## config.mk

```make
export PLATFORM = sky130hd
export DESIGN_NAME = s3_unpack_flat
export DESIGN_NICKNAME = d
export VERILOG_FILES = /design/src/rtl/ntru_pkg.sv /design/src/rtl/s3_unpack_if.sv /design/src/rtl/s3_byte_decode.sv /design/src/rtl/s3_unpack.sv /design/src/flat_wrapper.sv
export SDC_FILE = /design/constraint.sdc
export NUM_CORES = 1
export LEC_CHECK = 0
export BUFFER_PORTS_ARGS = -buffer_cell sky130_fd_sc_hd__buf_4
export CAP_MARGIN = 40
export CORE_UTILIZATION = 40
export CTS_BUF_LIST = sky130_fd_sc_hd__clkbuf_8
export DETAILED_ROUTE_END_ITERATION = 10
export GPL_TIMING_DRIVEN = 0
export PLACE_DENSITY = 0.52
export SLEW_MARGIN = 10
export SYNTH_ARGS = -nofsm -noshare
export SYNTH_HDL_FRONTEND = slang
export SYNTH_SLANG_ARGS = --single-unit
```

## constraint.sdc

```tcl
create_clock -name clk -period 13.18 [get_ports clk]
set_clock_uncertainty 0.2 [all_clocks]
set_input_delay 0 -clock clk [delete_from_list [all_inputs] [get_ports clk]]
set_output_delay 0 -clock clk [all_outputs]
set_load 0.02 [all_outputs]
```

## src/rtl/ntru_pkg.sv

```systemverilog
// Shared NTRU-HRSS definitions: polynomial sizes, ternary coefficient
// encoding, the s3_unpack FSM state type and a base-3 digit helper.
package ntru_pkg;

    localparam int         NTRU_N  = 701;
    localparam logic [7:0] N_BYTES = 8'd140;
    localparam logic [8:0] N_BEATS = 9'd351;

    typedef logic [1:0] trit_t;

    localparam trit_t TRIT_ZERO = 2'b00;
    localparam trit_t TRIT_POS  = 2'b01;
    localparam trit_t TRIT_NEG  = 2'b10;

    typedef enum logic [1:0] {
        S3U_IDLE = 2'd0,
        S3U_RUN  = 2'd1,
        S3U_DONE = 2'd2
    } s3u_state_t;

    // Lowest base-3 digit of v as a ternary coefficient (digit 2 means -1).
    function automatic trit_t digit_to_trit(input logic [7:0] v);
        trit_t t;
        case (v % 8'd3)
            8'd0:    t = TRIT_ZERO;
            8'd1:    t = TRIT_POS;
            default: t = TRIT_NEG;
        endcase
        return t;
    endfunction

endpackage

```

## src/rtl/s3_unpack_if.sv

```systemverilog
// Handshake bundle for s3_unpack: packed byte input, 2-coefficient beat
// output, completion pulse and non-canonical-byte flag.
interface s3_unpack_if;
    logic       start;
    logic       in_valid;
    logic       in_ready;
    logic [7:0] in_byte;
    logic       out_valid;
    logic       out_ready;
    logic [3:0] out_m;
    logic       done;
    logic       err;

    modport master (
        output start, in_valid, in_byte, out_ready,
        input  in_ready, out_valid, out_m, done, err
    );

    modport slave (
        input  start, in_valid, in_byte, out_ready,
        output in_ready, out_valid, out_m, done, err
    );
endinterface

```

## src/rtl/s3_byte_decode.sv

```systemverilog
// Combinational S3 byte decoder: one packed byte -> five ternary
// coefficients, little-endian base 3 (trit i in trits[2i+1:2i]).
module s3_byte_decode
    import ntru_pkg::*;
(
    input  logic [7:0] byte_in,
    output logic [9:0] trits
);

    // Constant divisions pick out each base-3 digit; d4 keeps the mod-3 rule
    // even for bytes above 242.
    always_comb begin
        trits[1:0] = digit_to_trit(byte_in);
        trits[3:2] = digit_to_trit(byte_in / 8'd3);
        trits[5:4] = digit_to_trit(byte_in / 8'd9);
        trits[7:6] = digit_to_trit(byte_in / 8'd27);
        trits[9:8] = digit_to_trit(byte_in / 8'd81);
    end

endmodule

```

## src/rtl/s3_unpack.sv

```systemverilog
// Streaming S3 unpacker for NTRU-HRSS (N = 701): 140 packed bytes in, 351
// two-coefficient beats out, coefficient 700 and the pad slot forced to 0.
// Optional build macro: S3_UNPACK_CHK_EN enables the sticky err flag for
// accepted bytes above 242; otherwise err is tied low.
//
// state    | meaning
// ---------+-----------------------------------------------------------
// S3U_IDLE | waiting for start; handshakes idle
// S3U_RUN  | accepting bytes while < 2 trits buffered, emitting beats
// S3U_DONE | one-cycle done pulse, then back to IDLE
module s3_unpack
    import ntru_pkg::*;
(
    input  logic      clk,
    input  logic      rst,
    s3_unpack_if.slave bus
);

    s3u_state_t  state_q;
    logic [2:0]  count_q;
    logic [7:0]  bytes_left_q;
    logic [8:0]  beats_left_q;
    logic [11:0] trit_buf_q;

    logic [9:0]  dec_trits;
    logic [11:0] appended;
    logic        in_ready_w;
    logic        out_valid_w;
    logic        in_fire;
    logic        out_fire;

    s3_byte_decode u_dec (
        .byte_in (bus.in_byte),
        .trits   (dec_trits)
    );

    // Handshake decode from registered state only; the last beat carries
    // coefficient 700 plus the pad slot and is issued with an empty buffer.
    always_comb begin
        in_ready_w  = (state_q == S3U_RUN) && (count_q < 3'd2) && (bytes_left_q != 8'd0);
        out_valid_w = (state_q == S3U_RUN) &&
                      ((count_q >= 3'd2) || ((bytes_left_q == 8'd0) && (beats_left_q == 9'd1)));
        in_fire     = bus.in_valid && in_ready_w;
        out_fire    = out_valid_w && bus.out_ready;
        appended    = count_q[0] ? {dec_trits, 2'b00} : {2'b00, dec_trits};
    end

    assign bus.in_ready  = in_ready_w;
    assign bus.out_valid = out_valid_w;
    assign bus.out_m     = out_valid_w ? trit_buf_q[3:0] : 4'b0000;
    assign bus.done      = (state_q == S3U_DONE);

    // FSM, trit buffer and byte/beat counters. Trits above count are always
    // zero, so appends can OR into place and the final beat reads as 0.
    always_ff @(posedge clk) begin
        if (rst) begin
            state_q      <= S3U_IDLE;
            count_q      <= '0;
            bytes_left_q <= '0;
            beats_left_q <= '0;
            trit_buf_q   <= '0;
        end else begin
            case (state_q)
                S3U_IDLE: begin
                    if (bus.start) begin
                        state_q      <= S3U_RUN;
                        bytes_left_q <= N_BYTES;
                        beats_left_q <= N_BEATS;
                        count_q      <= '0;
                        trit_buf_q   <= '0;
                    end
                end
                S3U_RUN: begin
                    if (in_fire) begin
                        trit_buf_q   <= trit_buf_q | appended;
                        count_q      <= count_q + 3'd5;
                        bytes_left_q <= bytes_left_q - 8'd1;
                    end else if (out_fire) begin
                        trit_buf_q   <= {4'b0000, trit_buf_q[11:4]};
                        beats_left_q <= beats_left_q - 9'd1;
                        if (count_q >= 3'd2) begin
                            count_q <= count_q - 3'd2;
                        end
                        if (beats_left_q == 9'd1) begin
                            state_q <= S3U_DONE;
                        end
                    end
                end
                S3U_DONE: state_q <= S3U_IDLE;
                default:  state_q <= S3U_IDLE;
            endcase
        end
    end

`ifdef S3_UNPACK_CHK_EN
    logic err_q;

    // Sticky flag for accepted bytes outside the canonical 0..242 range.
    always_ff @(posedge clk) begin
        if (rst) begin
            err_q <= 1'b0;
        end else if ((state_q == S3U_IDLE) && bus.start) begin
            err_q <= 1'b0;
        end else if (in_fire && (bus.in_byte > 8'd242)) begin
            err_q <= 1'b1;
        end
    end

    assign bus.err = err_q;
`else
    assign bus.err = 1'b0;
`endif

endmodule

```

## src/flat_wrapper.sv

```systemverilog
// flat-port wrapper written by rule: the top's interface ports become plain ports
module s3_unpack_flat import ntru_pkg::*;
  (clk, rst, bus_start, bus_in_valid, bus_in_byte, bus_out_ready, bus_in_ready, bus_out_valid, bus_out_m, bus_done, bus_err);
  s3_unpack_if bus_i ();
  input  logic clk;
  input  logic rst;
  input wire logic [$bits(bus_i.start)-1:0] bus_start;
  input wire logic [$bits(bus_i.in_valid)-1:0] bus_in_valid;
  input wire logic [$bits(bus_i.in_byte)-1:0] bus_in_byte;
  input wire logic [$bits(bus_i.out_ready)-1:0] bus_out_ready;
  output wire logic [$bits(bus_i.in_ready)-1:0] bus_in_ready;
  output wire logic [$bits(bus_i.out_valid)-1:0] bus_out_valid;
  output wire logic [$bits(bus_i.out_m)-1:0] bus_out_m;
  output wire logic [$bits(bus_i.done)-1:0] bus_done;
  output wire logic [$bits(bus_i.err)-1:0] bus_err;
  assign bus_i.start = bus_start;
  assign bus_i.in_valid = bus_in_valid;
  assign bus_i.in_byte = bus_in_byte;
  assign bus_i.out_ready = bus_out_ready;
  assign bus_in_ready = bus_i.in_ready;
  assign bus_out_valid = bus_i.out_valid;
  assign bus_out_m = bus_i.out_m;
  assign bus_done = bus_i.done;
  assign bus_err = bus_i.err;
  s3_unpack u_core (.clk(clk), .rst(rst), .bus(bus_i));
endmodule
```

# After elaboration in Yosys (flattened, before gate mapping)

Cells that the tools add are included.

Bits in registers: 34
Latch bits: 0
RAM bits: 0
Memory bits (read-only): 0
Memories: 0

Add/sub/neg operators: 4
Multipliers: 0
Div/mod/pow operators: 9
Magnitude comparators: 2
Equal/unequal tests: 15
Shifts and indexed selects: 0
Muxes and demuxes: 28
Bitwise gates (word level): 1
Reduce and logical (&&, ||, !) cells: 21

Operators with widths:

| kind                                                 | number |
|---|---|
| zero test 8 bit                                      | 6 |
| 2-to-1 mux 12 bit                                    | 4 |
| equality test 8 x 1 -> 1 bit (second input constant) | 5 |
| modulo 8 x 2 -> 8 bit (second input constant)        | 5 |
| 2-to-1 mux 9 bit                                     | 3 |
| one-hot mux 12 bit (2 select lines)                  | 1 |
| one-hot mux 2 bit (2 select lines)                   | 6 |
| one-hot mux 9 bit (2 select lines)                   | 1 |
| 2-to-1 mux 8 bit                                     | 2 |
| one-hot mux 8 bit (2 select lines)                   | 1 |
| 2-to-1 mux 3 bit                                     | 4 |
| OR 12 bit                                            | 1 |
| AND reduction 4 bit                                  | 3 |
| equality test 9 x 1 -> 1 bit (second input constant) | 1 |
| subtractor 9 x 1 -> 9 bit (second input constant)    | 1 |
| divider 8 x 2 -> 8 bit (second input constant)       | 1 |
| divider 8 x 4 -> 8 bit (second input constant)       | 1 |
| divider 8 x 5 -> 8 bit (second input constant)       | 1 |
| divider 8 x 7 -> 8 bit (second input constant)       | 1 |
| 2-to-1 mux 2 bit                                     | 4 |
| nonzero test 8 bit                                   | 1 |
| subtractor 8 x 1 -> 8 bit (second input constant)    | 1 |
| logical AND 1 bit                                    | 6 |
| != test 2 bit (second input constant)                | 3 |
| other kinds (15)                                     | 17 |

# Longest topological paths before layout

Gate-level depths: netlist of the first run.

Depth after elaboration: 8
Mapped depth: 29
Mapped depth without buffers: 22

# Modules after synthesis

Synthesis of the first run repeated with hierarchy kept, for this count alone.

Cell total of the unflattened synthesis: 800
Area, all modules: 5698.0 um^2

Modules (own cells, without submodules):

| module         | instances | cells each | area each (um^2) | sequential area each (um^2) |
|---|---|---|---|---|
| s3_byte_decode | 1         | 565        | 3679.8           | 0.0 |
| s3_unpack      | 1         | 235        | 2018.2           | 680.7 |

# Worst setup path after synthesis of the first run

Ideal clock, no wire load.

Path kind: input-to-reg
From: input port bus_in_byte[7]
To: register u_core.trit_buf_q[2]
Arrival: 5.697 ns
Data required time: 12.910 ns
Setup slack: 7.214 ns
Stages: 29
Path buffers: 8
Cells stage by stage: buf_2 -> buf_4 -> buf_4 -> clkbuf_1 -> clkbuf_1 -> o21ai_0 -> ha_1 -> clkbuf_1 -> o22ai_1 -> a221oi_1 -> o221ai_1 -> or4b_2 -> mux2i_1 -> ha_1 -> or2_2 -> o21bai_1 -> xnor2_1 -> ha_1 -> clkbuf_1 -> or4b_1 -> clkbuf_1 -> a211o_1 -> o21ai_0 -> ha_1 -> a21oi_2 -> xnor2_1 -> a2111oi_2 -> o211ai_1 -> a21oi_1

Longest elaborated chain between the ends: 8
Elaborated cells between the ends (all ways): 13

RTL lines:

| element                                                         | RTL line             | source |
|---|---|---|
| from (decl)                                                     | flat_wrapper.sv:9    | `input wire logic [$bits(bus_i.in_byte)-1:0] bus_in_byte;` |
| divider 8 x 2 -> 8 bit                                          | s3_byte_decode.sv:14 | `trits[3:2] = digit_to_trit(byte_in / 8'd3);` |
| modulo 8 x 2 -> 8 bit                                           | ntru_pkg.sv:24       | `case (v % 8'd3)` |
| equality test 8 x 1 -> 1 bit or zero test 8 bit (tied branches) | ntru_pkg.sv:24       |  |
| one-hot mux 2 bit (2 select lines)                              | ntru_pkg.sv:24       |  |
| 2-to-1 mux 12 bit (*)                                           | s3_unpack.sv:45      | `appended = count_q[0] ? {dec_trits, 2'b00} : {2'b00, dec_trits};` |
| OR 12 bit (*)                                                   | s3_unpack.sv:75      | `trit_buf_q <= trit_buf_q \| appended;` |
| 2-to-1 mux 12 bit (*)                                           | s3_unpack.sv:74      | `if (in_fire) begin` |
| one-hot mux 12 bit (2 select lines) (*)                         | s3_unpack.sv:63      | `case (state_q)` |
| to (signal assigned)                                            | s3_unpack.sv:75      |  |
| to (signal assigned)                                            | s3_unpack.sv:79      | `trit_buf_q <= {4'b0000, trit_buf_q[11:4]};` |
| to (decl)                                                       | s3_unpack.sv:23      | `logic [11:0] trit_buf_q;` |

Every way passes the cells marked *; elsewhere a longest branch is shown, timed or not.
A chain may end at the register's enable or synchronous reset.

# Final worst setup path of the first run

From: input port bus_in_byte[7]
To: register u_core.trit_buf_q[5]

Longest elaborated chain between the ends: 8
Elaborated cells between the ends (all ways): 14

RTL lines:

| element                                                          | RTL line |
|---|---|
| divider 8 x 4 -> 8 bit or divider 8 x 2 -> 8 bit (tied branches) | s3_byte_decode.sv:15, s3_byte_decode.sv:14 |
| modulo 8 x 2 -> 8 bit                                            | ntru_pkg.sv:24 |
| equality test 8 x 1 -> 1 bit or zero test 8 bit (tied branches)  | ntru_pkg.sv:24 |
| one-hot mux 2 bit (2 select lines)                               | ntru_pkg.sv:24 |
| 2-to-1 mux 12 bit (*)                                            | s3_unpack.sv:45 |
| OR 12 bit (*)                                                    | s3_unpack.sv:75 |
| 2-to-1 mux 12 bit (*)                                            | s3_unpack.sv:74 |
| one-hot mux 12 bit (2 select lines) (*)                          | s3_unpack.sv:63 |

Marked as above.

==> impl_metrics.yaml, run 1 <==
cts:
  cts-root-buf: "clkbuf_8"
  cts_buffer_depth: 2
  cts.sinks: 34
  numCtsBuffers: 5
  clk_pin_slew_worst_paths_ns: 0.07
  cts_max_level: 2
  clkLatencyLatePin_ns: 0.29
  cts_tree: "yes"
power_and_ir_drop:
  p_leak_nw: 2.18
  report.power.total_uw: 777
  p_per_area_nw_per_um2: 128
  ir_drop_uv: 50.6
die:
  die_h_um: 120
  dieWidth_um: 120
  num_rows: 42
  ios: 21
  fp.coreArea_um2: 13500
  die_area_um2: 14500
  initial_core_util_pct: 41.7
final_layout:
  fin_util_pct: 45.0
  final_layout_size_suffix_gt1_share_pct: 11.1
  seq_area_um2: 681
  layout.nets: 851
  multi_input_area_um2: 4520
  design_area_um2: 6050
  syn_to_final_growth_pct: 7.85
  diodes: 0
  n_fill_cell: 1428
timing:
  fmax_mhz: 144
  tns_ns: 0
  finalHoldViolCount: 0
  final_max_slew_viol_count: 0
  holdWs_ns: 0.00450
  rsz0062_at_grt: "no"
  max_slew_margin_pct: 41.5
  setup_viol: 0
  tightest_slew_ns: 0.874
  fin_crit_sh_pct: 52.9
  post-route-min-period_ns: 6.97
run_status:
  status: "finished clean"
critical_path:
  cp.arrival_ns: 6.96
  worstPathRequired_ns: 13.17
  worst_path_most_repeated_cell: "clkbuf_1"
  start_kind: "input pin"
  worstPathMaxFanout: 10
  cp_slowest_cell: "or4b_2"
  slowest_delay_ns: 0.66
  critPathKind: "in2reg"
  crit_path_end_kind: "flop"
synth:
  yosys.area.top_type_share_pct: 12.1
  ys_dominant_reg_cell: "dfxtp_1"
  synthTopCellsByCount: "64 x nor2_1, 57 x nand2_1, 56 x a21oi_1"
  synth_area_per_cell_um2: 7.13
  seq_area_frac_synth_pct: 12.1
  yosysMostFrequentCell: "nor2_1"
  yosys-top-cells-area: "dfxtp_1 12%, ha_1 6.0%, a21oi_1 5.0%, nor2_1 4.3%, o21ai_0 4.1%"
  synth_cell_types: 105
  mappedNetlistNets: 827
  netlist.top_cell.by_area: "dfxtp_1"
  yosysWarnings: 0
  synth_edf_count: 0
  ys_ff_latch: 34
  synth_cells: 787
  synthesis.area_um2: 5610
  async_reset_ff_share_pct: 0
route:
  post_drt_wl_per_cell_um: 17.2
  vias: 6166
  drt_first_pass_iters: 5
  drtIter0Drc: 662
  wirelength_mm: 17.0
  ant_nets: 0
  route.detailed.drc: 0
  viasPerCell: 6.24
grt:
  grt_pass1_wl_mm: 28.1
  antenna_found_initial: 0
  gr-usage-all-layers_pct: 23.5
  grt_overflow: 0
  grt_max_degree: 13
  grt_pass1_vias: 5699
place:
  port_buffers: 16
  dpl_cell_area_um2: 5950
  place_hpwl_mm: 13.1
  gp_congestion: 0.944
job:
  cap_violations: 0
worst_hold_path:
  hp-class: "in2reg"
## per-layer routing
metal,up-vias,track usage [%],part of all wire [%]
li1,3047,-,-
met5,-,0,0
met2,177,38.9,46
met4,0,6.56,1.8
met3,23,1.89,4.0
met1,2919,32.5,48
## power by group
part | leakage [nW] | switching [mW] | internal, mW
Clock | 0.0441 | 0.0417 | 0.0371
Sequential | 0.279 | 0.0267 | 0.133
Combinational | 1.86 | 0.322 | 0.216
## path summary, 6_finish.rpt
| kind | startpoint | slack (ns) | to | cells past startpoint |
|---|---|---|---|---|
| max | bus_in_byte[7] | 6.21 | u_core.trit_buf_q[5] | 27 |
| min | rst | 0.004 | u_core.trit_buf_q[5] | 3 |
| max reg2reg | u_core.beats_left_q[3] | 9.59 | u_core.beats_left_q[7] | 12 |
| min reg2reg | u_core.count_q[2] | 0.29 | u_core.count_q[2] | 2 |
## per-stage QoR
step	std cells	worst slack [ns]
after floorplan	787	7.21
after global placement	979	6.14
after detailed placement	979	6.07
after CTS	988	6.37
after global routing	988	5.73
final	988	6.21
## logic make-up (layout without fill, tap and decap cells)
kind of cell | count (synthesis) | count (layout) | synth area share [%]
AND/OR/NAND/NOR | 316 | 316 | 30.5
AO/OA/AOI/OAI | 281 | 281 | 35.9
buffers and inverters | 84 | 109 | 7.34
flip-flops | 34 | 34 | 12.1
XOR/XNOR | 32 | 32 | 5.71
adder cells (fa/ha/maj) | 31 | 31 | 6.74
multiplexers | 8 | 8 | 1.58
other | 1 | 1 | 0.0669
## state kept, by name, summed over array words and instances, names as in the netlist
name	count
u_core.trit_buf_q	12
u_core.beats_left_q	9
u_core.bytes_left_q	8
u_core.count_q	3
u_core.state_q	2
## final cells by class
type | count | area share (%)
plain buffers | 48 | 4.57
repair buffers | 17 | 2.15
inverters | 36 | 2.23
well taps | 176 | 3.64
multi-input cells | 669 | 74.7
clock inverters | 3 | 0.352
flip-flops and latches | 34 | 11.3
clock buffers | 5 | 1.14
## critical path: cells and delay by family
kind,cells,cell delay (ns)
adders and majority gates,4,1.02
buffers and inverters,8,1.99
xor gates and xnor gates,1,0.17
and+or+nand+nor,4,1.58
muxes,1,0.16
AOI/OAI and AO/OA,9,2.03
## repair_timing
action                                 CTS  global route
hold buffers                             1             0
endpoints found under the hold margin    1             0
resized for setup                        0             0
buffers inserted                         0             0
## cell usage in the layout (no fill, tap or decap), drive strengths merged, types with 17 or more instances in the layout
master,netlist,layout
nand2b,23,23
a21oi,58,58
o21ai,47,47
ha,27,27
buf,25,41
nand3,22,22
nor2,64,64
nor3,32,32
nand2,57,57
inv,34,34
xnor2,20,20
clkbuf,23,28
a211oi,17,17
dfxtp,34,34
nor2b,17,17
Note: power is estimated with default switching activity, not from simulation.
==> run 2, diff against run 1 <==
==> constraint.sdc (replaced) <==
create_clock -name clk -period 7 [get_ports clk]
set_clock_uncertainty 0.2 [all_clocks]
set_input_delay 0 -clock clk [delete_from_list [all_inputs] [get_ports clk]]
set_output_delay 0 -clock clk [all_outputs]
set_load 0.02 [all_outputs]
==> impl_metrics.yaml, run 2 (synthesized netlist as in run 1, its figures left out) <==
critical_path:
  crit_path_end_kind: "flop"
  r2r_cells: 12
  start_kind: "input pin"
  critPathKind: "in2reg"
  worstPathRequired_ns: 7.00
  r2r-start: "u_core.beats_left_q[3]"
  cp.arrival_ns: 6.40
  reg2reg_slack_ns: 3.41
  r2r-end: "u_core.beats_left_q[7]"
  worstPathMaxFanout: 19
final_layout:
  mostFrequentLayoutCells: "64 x nor2_1, 57 x nand2_1, 56 x a21oi_1, 46 x o21ai_0, 34 x dfxtp_1"
  largest-register: "u_core.trit_buf_q"
  diodes: 0
  layout.nets: 850
  largest_reg_flops: 12
  final_layout_size_suffix_gt1_share_pct: 11.2
  final_common_cell: "nor2_1"
  top_regs: "u_core.trit_buf_q (12), u_core.beats_left_q (9), u_core.bytes_left_q (8)"
  syn_to_final_growth_pct: 7.81
cts:
  cts-root-buf: "clkbuf_8"
  cts_buffer_depth: 2
  cts_max_level: 2
  cts_tree: "yes"
  cts.sinks: 34
  numCtsBuffers: 5
  clk_pin_slew_worst_paths_ns: 0.08
  clkLatencyLatePin_ns: 0.30
  post_cts_buffers: 0
grt:
  grt_pass1_wl_mm: 28.1
  grt_overflow: 0
  grt_max_degree: 13
  antenna_found_initial: 0
  gr-usage-all-layers_pct: 23.5
  grt_pass1_vias: 5699
timing:
  rsz0062_at_grt: "no"
  fmax_mhz: 156
  worst_slack_ns: 0.599
  post-route-min-period_ns: 6.40
  fin_crit_sh_pct: 91.4
  final_max_slew_viol_count: 0
  finalHoldViolCount: 0
  max_slew_margin_pct: 41.8
  tightest_slew_ns: 0.866
  setup_viol: 0
  tns_ns: 0
power_and_ir_drop:
  p_sw_share_pct: 50.2
  combinationalPowerShare_pct: 69.3
  clockPowerShare_pct: 10.2
  sequentialPowerShare_pct: 20.5
  ir_drop_uv: 94.4
  power.internal_uw: 728
  p_leak_nw: 2.18
  power.switching_uw: 735
  p_per_area_nw_per_um2: 242
die:
  die_h_um: 120
  ios: 21
  die_area_um2: 14500
  initial_core_util_pct: 41.7
  fp.coreArea_um2: 13500
  num_rows: 42
  dieWidth_um: 120
run_status:
  status: "finished clean"
route:
  viasPerCell: 6.26
  drtIter0Drc: 618
  vias: 6177
  post_drt_wl_per_cell_um: 17.2
  drt_first_pass_iters: 5
  ant_nets: 0
  wirelength_mm: 17.0
  route.detailed.drc: 0
place:
  place_hpwl_mm: 13.1
  port_buffers: 16
  gp_congestion: 0.944
  pre_cts_ws_ns: -0.109
worst_hold_path:
  worstHoldStart: "rst"
  hp-class: "in2reg"
  holdPathStages: 3
  hold_end: "u_core.trit_buf_q[5]"
job:
  cap_violations: 0
[run 2: cell count changes in the layout (fill, tap and decap cells not counted)]
| cell | delta |
|---|---|
| clkbuf_1 | -2 |
| clkbuf_2 | +1 |
[run 2: per-layer routing]
| layer | vias up | GRT usage, % | wire [um] |
|---|---|---|---|
| met3 | 29 | 1.89 | 700 |
| met5 | - | 0 | 0 |
| li1 | 3045 | - | - |
| met1 | 2907 | 32.5 | 8170 |
| met4 | 0 | 6.56 | 306 |
| met2 | 196 | 38.9 | 7800 |
[run 2: what timing repair did]
item                                    CTS  global route
resized for setup                         0             2
endpoints found under the setup margin    0             4
hold buffers                              1             0
endpoints found under the hold margin     1             0
[run 2: critical path, cell delays in order]
cell and delay, ns:
buf_2 0.15, buf_4 0.20, buf_4 0.24, clkbuf_2 0.28
o21ai_0 0.14, ha_1 0.26, clkbuf_1 0.23, o22ai_1 0.20
a221oi_1 0.09, o221ai_1 0.34, or4b_2 0.66, mux2i_1 0.16
ha_1 0.26, or2_2 0.17, o21bai_1 0.14, xnor2_1 0.17
ha_1 0.22, clkbuf_1 0.20, or4b_1 0.55, clkbuf_1 0.17
a211o_1 0.31, o21ai_0 0.08, ha_1 0.27, o32ai_1 0.48
o21ai_0 0.20, and3_1 0.20
[run 2: layout make-up]
| class | instances | area, um2 |
|---|---|---|
| multi-input cells | 669 | 4520 |
| well taps | 176 | 220 |
| clock inverters | 3 | 21.3 |
| clock buffers | 5 | 68.8 |
| plain buffers | 47 | 274 |
| inverters | 36 | 135 |
| fillers | 1428 | 7410 |
| flip-flops and latches | 34 | 681 |
| repair buffers | 17 | 130 |
[run 2: power groups by stage]
stage	Combinational, mW	Sequential [mW]	Clock, mW
after floorplan	0.789	0.292	0
after detailed placement	0.997	0.304	0
after global placement	0.982	0.303	0
final	1.01	0.300	0.149
after CTS	1.00	0.300	0.152
after global routing	1.14	0.309	0.159
[run 2: worst max-delay path by stage]
stage | from | depth (start not counted) | to
3_5_place_dp | bus_in_byte[7] | 27 | u_core.trit_buf_q[5]
6_report | bus_in_byte[7] | 26 | u_core.trit_buf_q[5]
4_1_cts | bus_in_byte[7] | 27 | u_core.trit_buf_q[5]
2_1_floorplan | bus_in_byte[7] | 29 | u_core.trit_buf_q[2]
3_3_place_gp | bus_in_byte[7] | 27 | u_core.trit_buf_q[5]
5_1_grt | bus_in_byte[7] | 26 | u_core.trit_buf_q[4]
[run 2: stage by stage]
step	instance area, um2	power [mW]	utilization [%]	hold WS (ns)	cells
2_1_floorplan	5610	1.08	-	0.107	787
3_3_place_gp	5950	1.29	44.2	0.240	979
3_5_place_dp	5950	1.30	44.2	0.242	979
4_1_cts	6050	1.46	45.0	0.00357	988
5_1_grt	6050	1.60	44.9	0.0294	987
6_report	6050	1.46	44.9	0.00481	987
